[config.mk]
export PLATFORM = sky130hd
export DESIGN_NAME = signed_seq_divider
export DESIGN_NICKNAME = d
export VERILOG_FILES = /design/src/rtl/signed_seq_divider.sv
export SDC_FILE = /design/constraint.sdc
export NUM_CORES = 1
export LEC_CHECK = 0
export ABC_AREA = 1
export CORE_UTILIZATION = 59
export CTS_CLUSTER_SIZE = 14
export DETAILED_ROUTE_END_ITERATION = 8
export GPL_ROUTABILITY_DRIVEN = 0
export GPL_TIMING_DRIVEN = 0
export PLACE_DENSITY = 0.95
export SLEW_MARGIN = 20
export SYNTH_ARGS = -nofsm -noshare
export SYNTH_HDL_FRONTEND = slang
export SYNTH_SLANG_ARGS = --single-unit
[constraint.sdc]
create_clock -name i_clk -period 4.21 [get_ports i_clk]
set_clock_uncertainty 0.15 [all_clocks]
set_input_delay 0.421 -clock i_clk [delete_from_list [all_inputs] [get_ports i_clk]]
set_output_delay 0.421 -clock i_clk [all_outputs]
set_load 0.05 [all_outputs]
[src/rtl/signed_seq_divider.sv]
// signed_seq_divider
//   Sequential signed integer divider. Restoring division on operand
//   magnitudes, one quotient bit per cycle, followed by a sign-fix cycle
//   that registers the signed results and the exception flags.
//
// Ports
//   i_clk          rising-edge clock
//   i_rst          synchronous, active-high reset
//   i_start        request, sampled only while idle
//   i_dividend     signed dividend, captured on the accepted start edge
//   i_divisor      signed divisor, captured on the accepted start edge
//   o_busy         high in every state except IDLE
//   o_done         one-cycle pulse; results valid from this cycle on
//   o_quotient     signed quotient, truncated toward zero
//   o_remainder    signed remainder, sign follows the dividend
//   o_overflow     set for MIN / -1
//   o_div_by_zero  set when the divisor was zero
module signed_seq_divider #(
    parameter int WIDTH = 4
) (
    input  logic             i_clk,
    input  logic             i_rst,
    input  logic             i_start,
    input  logic [WIDTH-1:0] i_dividend,
    input  logic [WIDTH-1:0] i_divisor,
    output logic             o_busy,
    output logic             o_done,
    output logic [WIDTH-1:0] o_quotient,
    output logic [WIDTH-1:0] o_remainder,
    output logic             o_overflow,
    output logic             o_div_by_zero
);

    localparam int CW = $clog2(WIDTH + 1);

    typedef enum logic [1:0] {
        S_IDLE,
        S_ITER,
        S_FIX,
        S_DONE
    } state_t;

    state_t           state_q, state_d;
    logic [CW-1:0]    cnt_q, cnt_d;
    // Magnitudes never exceed 2^(WIDTH-1), so WIDTH bits hold them exactly
    // (including |MIN|); the (WIDTH+1)-bit partial remainder exists only as
    // the shifted working value a_sh, since a settled remainder is below D.
    logic [WIDTH-1:0] a_q, a_d;
    logic [WIDTH-1:0] q_q, q_d;
    logic [WIDTH-1:0] d_q, d_d;
    logic             neg_quo_q, neg_quo_d;
    logic             neg_rem_q, neg_rem_d;
    logic             dbz_q, dbz_d;
    logic [WIDTH-1:0] quo_q, quo_d;
    logic [WIDTH-1:0] rem_q, rem_d;
    logic             ovf_q, ovf_d;
    logic             dbz_flag_q, dbz_flag_d;

    logic [WIDTH:0]   a_sh;
    logic [WIDTH-1:0] dn_mag;
    logic [WIDTH-1:0] dv_mag;

    always_comb begin
        state_d    = state_q;
        cnt_d      = cnt_q;
        a_d        = a_q;
        q_d        = q_q;
        d_d        = d_q;
        neg_quo_d  = neg_quo_q;
        neg_rem_d  = neg_rem_q;
        dbz_d      = dbz_q;
        quo_d      = quo_q;
        rem_d      = rem_q;
        ovf_d      = ovf_q;
        dbz_flag_d = dbz_flag_q;

        a_sh   = {a_q, q_q[WIDTH-1]};
        dn_mag = i_dividend[WIDTH-1] ? -i_dividend : i_dividend;
        dv_mag = i_divisor[WIDTH-1]  ? -i_divisor  : i_divisor;

        case (state_q)
            S_IDLE: begin
                if (i_start) begin
                    neg_quo_d = i_dividend[WIDTH-1] ^ i_divisor[WIDTH-1];
                    neg_rem_d = i_dividend[WIDTH-1];
                    q_d       = dn_mag;
                    d_d       = dv_mag;
                    a_d       = '0;
                    cnt_d     = CW'(WIDTH);
                    dbz_d     = (i_divisor == '0);
                    state_d   = (i_divisor == '0) ? S_FIX : S_ITER;
                end
            end
            S_ITER: begin
                if (a_sh >= {1'b0, d_q}) begin
                    a_d = a_sh[WIDTH-1:0] - d_q;
                    q_d = {q_q[WIDTH-2:0], 1'b1};
                end else begin
                    a_d = a_sh[WIDTH-1:0];
                    q_d = {q_q[WIDTH-2:0], 1'b0};
                end
                cnt_d = cnt_q - 1'b1;
                if (cnt_q == CW'(1)) begin
                    state_d = S_FIX;
                end
            end
            S_FIX: begin
                if (dbz_q) begin
                    // ITER was skipped, so Q still holds |dividend| and the
                    // dividend is rebuilt from it with the saved sign.
                    quo_d      = '1;
                    rem_d      = neg_rem_q ? -q_q : q_q;
                    ovf_d      = 1'b0;
                    dbz_flag_d = 1'b1;
                end else begin
                    quo_d      = neg_quo_q ? -q_q : q_q;
                    rem_d      = neg_rem_q ? -a_q : a_q;
                    // A positive quotient with the top bit set only arises
                    // from MIN / -1; the raw magnitude already wraps to MIN.
                    ovf_d      = ~neg_quo_q & q_q[WIDTH-1];
                    dbz_flag_d = 1'b0;
                end
                state_d = S_DONE;
            end
            S_DONE: begin
                state_d = S_IDLE;
            end
            default: begin
                state_d = S_IDLE;
            end
        endcase
    end

    always_ff @(posedge i_clk) begin
        if (i_rst) begin
            state_q    <= S_IDLE;
            cnt_q      <= '0;
            a_q        <= '0;
            q_q        <= '0;
            d_q        <= '0;
            neg_quo_q  <= 1'b0;
            neg_rem_q  <= 1'b0;
            dbz_q      <= 1'b0;
            quo_q      <= '0;
            rem_q      <= '0;
            ovf_q      <= 1'b0;
            dbz_flag_q <= 1'b0;
        end else begin
            state_q    <= state_d;
            cnt_q      <= cnt_d;
            a_q        <= a_d;
            q_q        <= q_d;
            d_q        <= d_d;
            neg_quo_q  <= neg_quo_d;
            neg_rem_q  <= neg_rem_d;
            dbz_q      <= dbz_d;
            quo_q      <= quo_d;
            rem_q      <= rem_d;
            ovf_q      <= ovf_d;
            dbz_flag_q <= dbz_flag_d;
        end
    end

    assign o_busy        = (state_q != S_IDLE);
    assign o_done        = (state_q == S_DONE);
    assign o_quotient    = quo_q;
    assign o_remainder   = rem_q;
    assign o_overflow    = ovf_q;
    assign o_div_by_zero = dbz_flag_q;

endmodule

# Yosys cells after proc, flatten, opt, wreduce, memory -nomap -nowiden
# Cells that the tools add are included.
# W data, S select, Z words.
[op_classes] reduce_logical=7 n_lt_le_gt_ge=1 n_addsub=6 bitwise=3 n_eq_ne=6 n_mux=21
[ops] op="$mux W4" n=10
[ops] op="$neg A4 Y4" n=4
[ops] op="$pmux W4 S2" n=2
[ops] op="$pmux W2 S4" n=1
[ops] op="$mux W2" n=3
[ops] op="$pmux W3 S2" n=1
[ops] op="$reduce_and A2 Y1" n=3
[ops] op="$ge A5 B4 Y1" n=1
[ops] op="$eq A2 B2 Y1 const B" n=2
[ops] op="$logic_not A4 Y1" n=1
[ops] op="$ne A2 B2 Y1 const B" n=2
[ops] op="$reduce_bool A2 Y1" n=2
[ops] op="$sub A4 B4 Y4" n=1
[ops] op="$eq A3 B1 Y1 const B" n=1
[ops] op="$mux W1" n=3
[ops] op="$mux W3" n=1
[ops] op="$sub A3 B1 Y3 const B" n=1
[ops] op="$eq A2 B1 Y1 const B" n=1
[ops] op="$logic_not A2 Y1" n=1
[ops] op="$and A1 B1 Y1" n=1
[ops] op="$not A1 Y1" n=1
[ops] op="$xor A1 B1 Y1" n=1
[word_totals] output_inout_bits=12 regBits=30 elab_cells=56 in_bits=11

# Longest topological paths before layout
[depth] depth_word=4 mapped_depth=10 depth_no_buf=10

# Worst setup path after synthesis
# Ideal clock, no wire load.
[synth_timing] kind="register to output" startpoint="reg state_q[0]" endpoint="out o_busy" path_buffers=1 t_arrival_ps=1106 path_slack_ps=2533 path_stages_with_launch=5 t_required_ps=3639 path_cell_list="dfxtp_1 > inv_1 > ha_1 > clkbuf_2 > inv_1"
[synth_between] elab_chain_len=1
[synth_lines] item="start, declared" line="43" text="state_t state_q, state_d;"
[synth_lines] item="start signal, assigned" line="149" text="state_q <= state_d;"
[synth_lines] item="$reduce_bool A2 Y1" line="164" text="assign o_busy = (state_q != S_IDLE);"
[synth_lines] item="end, declared" line="26" text="output logic o_busy,"
# No other way between the ends.

# Worst setup path after layout
# Ends and elaborated chain as after synthesis.

==> metrics.md <==
| Metric | Value |
|---|---|
| Initial antenna violation count | 0 |
| Syn_nets | 267 |
| Worst slew margin | 65.9% |
| Register bit total from synthesis | 30 |
| Drt initial violations | 67 |
| CTS resizes | 0 |
| Layout Cells excl Fill | 302 |
| F_max | 370 MHz |
| Layout cells sized above 1 | 6.64% |
| First-pass DRT Iterations | 4 |
| Most common cell after layout, fill and taps aside | nand2_1 |
| Die height | 56.3 um |
| Vias in the first global route | 1,464 |
| Clk sinks | 30 |
| Most frequent cells in the layout | nand2_1 (43), inv_1 (38), a21oi_1 (30), dfxtp_1 (30), clkdlybuf4s50_1 (22) |
| Die area | 3170 um^2 |
| Final core utilization | 75.9% |
| Pin count of the biggest net entering global routing | 11 |
| Vias/cell | 5.47 |
| Synth cell types | 31 |
| # setup viols final | 0 |
| # fillers | 200 |
| Pleak | 0.959 nW |
| Slew Limit Fails | 0 |
| Maximum vdd drop | 0.000637 V |
| Via count | 1,651 |
| N_diodes | 0 |
| Status | complete, no violations |
| # H-tree levels | 2 |
| DRT Wirelength | 3860 um |
| Tcrit/Tclk final | 64.2% |
| Worst Tran Pin Value | 0.511 ns |
| Crit. End Element | output pin |
| Crit path kind | reg -> out |
| Post-Syn Area | 1740 um^2 |
| CTS Buf Count | 5 |
| CTS tree | done |
| Rows | 19 |
| Antenna-violating nets left | 0 |
| Clk_lat worst skew | 0.35 ns |
| Post-CTS Setup Bufs | 0 |
| Critical Path RT | 3.64 ns |
| Hold buffers post-CTS | 0 |
| Synth Instances | 241 |
| Initial core utilization | 62.6% |
| Post-route DRC | 0 |
| Crit path DAT | 2.13 ns |
| Fin crit period | 2.70 ns |
| Setup TNS | 0 ns |
| Total global routing overflow | 0 |
| Area growth, synth to finish | 21.3% |
| Routed wire length per instance | 12.8 um |
| Syn. warnings | 0 |
| Syn Area/Cell | 7.23 um^2 |
| CTS clk-pin slew, worst paths | 0.11 ns |
| Worst setup SP type | flip-flop |
| # IOs | 23 |
| NumNets Final | 296 |
| Worst Hold Class | reg -> reg |
| Final Hold Vio Count | 0 |
| Max cap viols | 0 |
| Post-synthesis sequential area ratio | 34.5% |
| Post-DP HPWL | 2900 um |
| GRT Resource Usage Total | 26.4% |
| Clk buf depth | 2 |
| RSZ-0062 raised after global routing | no |
| First-pass GRT wire length | 6360 um |
| Core Region | 2780 um^2 |
| Placed insts | 294 |
| Buffer type at the clock tree root | clkbuf_4 |
| # port buffers | 22 |
| DIE WIDTH | 56.3 um |
| PwrDens | 796 nW/um^2 |
| CP max FO | 7 |
==> layer usage <==
metal  wire (um)  vias up  track usage (%)  share of wire [%]
met5           0        -                0                  0
met4          88        0             12.5                2.3
met3         234       13             8.76                6.1
met2        1900       55             44.2                 49
met1        1640      726             30.3                 42
li1            -      857                -                  -
==> worst max-delay path: stages (launching register included) <==
cell	delay, ns
dfxtp_1	0.40
inv_1	0.10
ha_1	0.20
clkbuf_2	0.19
inv_1	0.10
clkdlybuf4s50_1	0.80
==> final timing paths <==
kind	from	end	slack, ns	depth (start not counted)
worst min register to register	o_overflow	o_overflow	0.32	2
worst min-delay path	o_overflow	o_overflow	0.32	2
worst max register to register	state_q[0]	d_q[3]	2.34	9
worst max-delay path	state_q[0]	o_busy	1.51	5
==> Yosys cell counts <==
library cell	n	area, um^2
nand2_1	43	161
inv_1	38	143
a21oi_1	30	150
dfxtp_1	30	601
o21ai_0	19	95.1
nand3_1	18	90.1
ha_1	14	175
nor2_1	13	48.8
o211ai_1	5	37.5
xor2_1	5	43.8
nor3_1	3	15.0
clkbuf_1	2	7.51
clkinv_1	2	7.51
nand2_2	2	12.5
a211oi_1	1	7.51
a21o_1	1	7.51
a31oi_1	1	6.26
buf_2	1	5.00
clkbuf_2	1	5.00
fa_1	1	20.0
inv_2	1	3.75
nand2_4	1	11.3
nand4_1	1	6.26
nor2_4	1	11.3
o211a_1	1	10.0
o21ai_4	1	16.3
o221a_2	1	11.3
o221ai_1	1	8.76
o22ai_1	1	6.26
or2_4	1	8.76
xnor2_1	1	8.76
==> power breakdown <==
part	internal [W]	total [W]	switching, W
sequential	0.000379	0.000454	0.0000755
combinational	0.000318	0.000916	0.000598
clock	0.000201	0.000312	0.000111
==> state kept, by name, indices dropped and copies added, names as in the netlist <==
name	flops
o_div_by_zero	1
cnt_q	3
o_quotient	4
o_overflow	1
neg_quo_q	1
dbz_q	1
state_q	2
o_remainder	4
d_q	4
neg_rem_q	1
q_q	4
a_q	4
==> per-stage QoR <==
step / cell area [um^2] / power, W / setup WS (ns) / hold WS (ns)
after floorplan: 1740 / 0.00113 / 2.53 / 0.297
after global placement: 2000 / 0.00132 / 1.95 / 0.304
after detailed placement: 2000 / 0.00136 / 1.90 / 0.304
after CTS: 2110 / 0.00167 / 1.50 / 0.320
after global routing: 2110 / 0.00180 / 1.43 / 0.369
final: 2110 / 0.00168 / 1.51 / 0.318
==> layout make-up <==
| class | instances | area (um^2) | share of cell area [%] |
|---|---|---|---|
| tap | 31 | 38.8 | 1.84 |
| multi-input combinational | 166 | 970 | 45.9 |
| sequential | 30 | 601 | 28.4 |
| buffer | 4 | 17.5 | 0.829 |
| timing repair buffer | 22 | 220 | 10.4 |
| clock buffer | 6 | 51.3 | 2.43 |
| clock inverter | 2 | 60.1 | 2.84 |
| inverter | 41 | 154 | 7.29 |
==> cells by family (layout without fill, tap and decap cells) <==
logic type | count (synthesis) | after routing | synth area share, %
AO/OA/AOI/OAI | 62 | 62 | 20.5
AND/OR/NAND/NOR | 83 | 83 | 21.0
flip-flops | 30 | 30 | 34.5
buffers and inverters | 45 | 75 | 9.84
adder cells (fa/ha/maj) | 15 | 15 | 11.2
XOR/XNOR | 6 | 6 | 3.02
(Power assumes the default switching activity.)
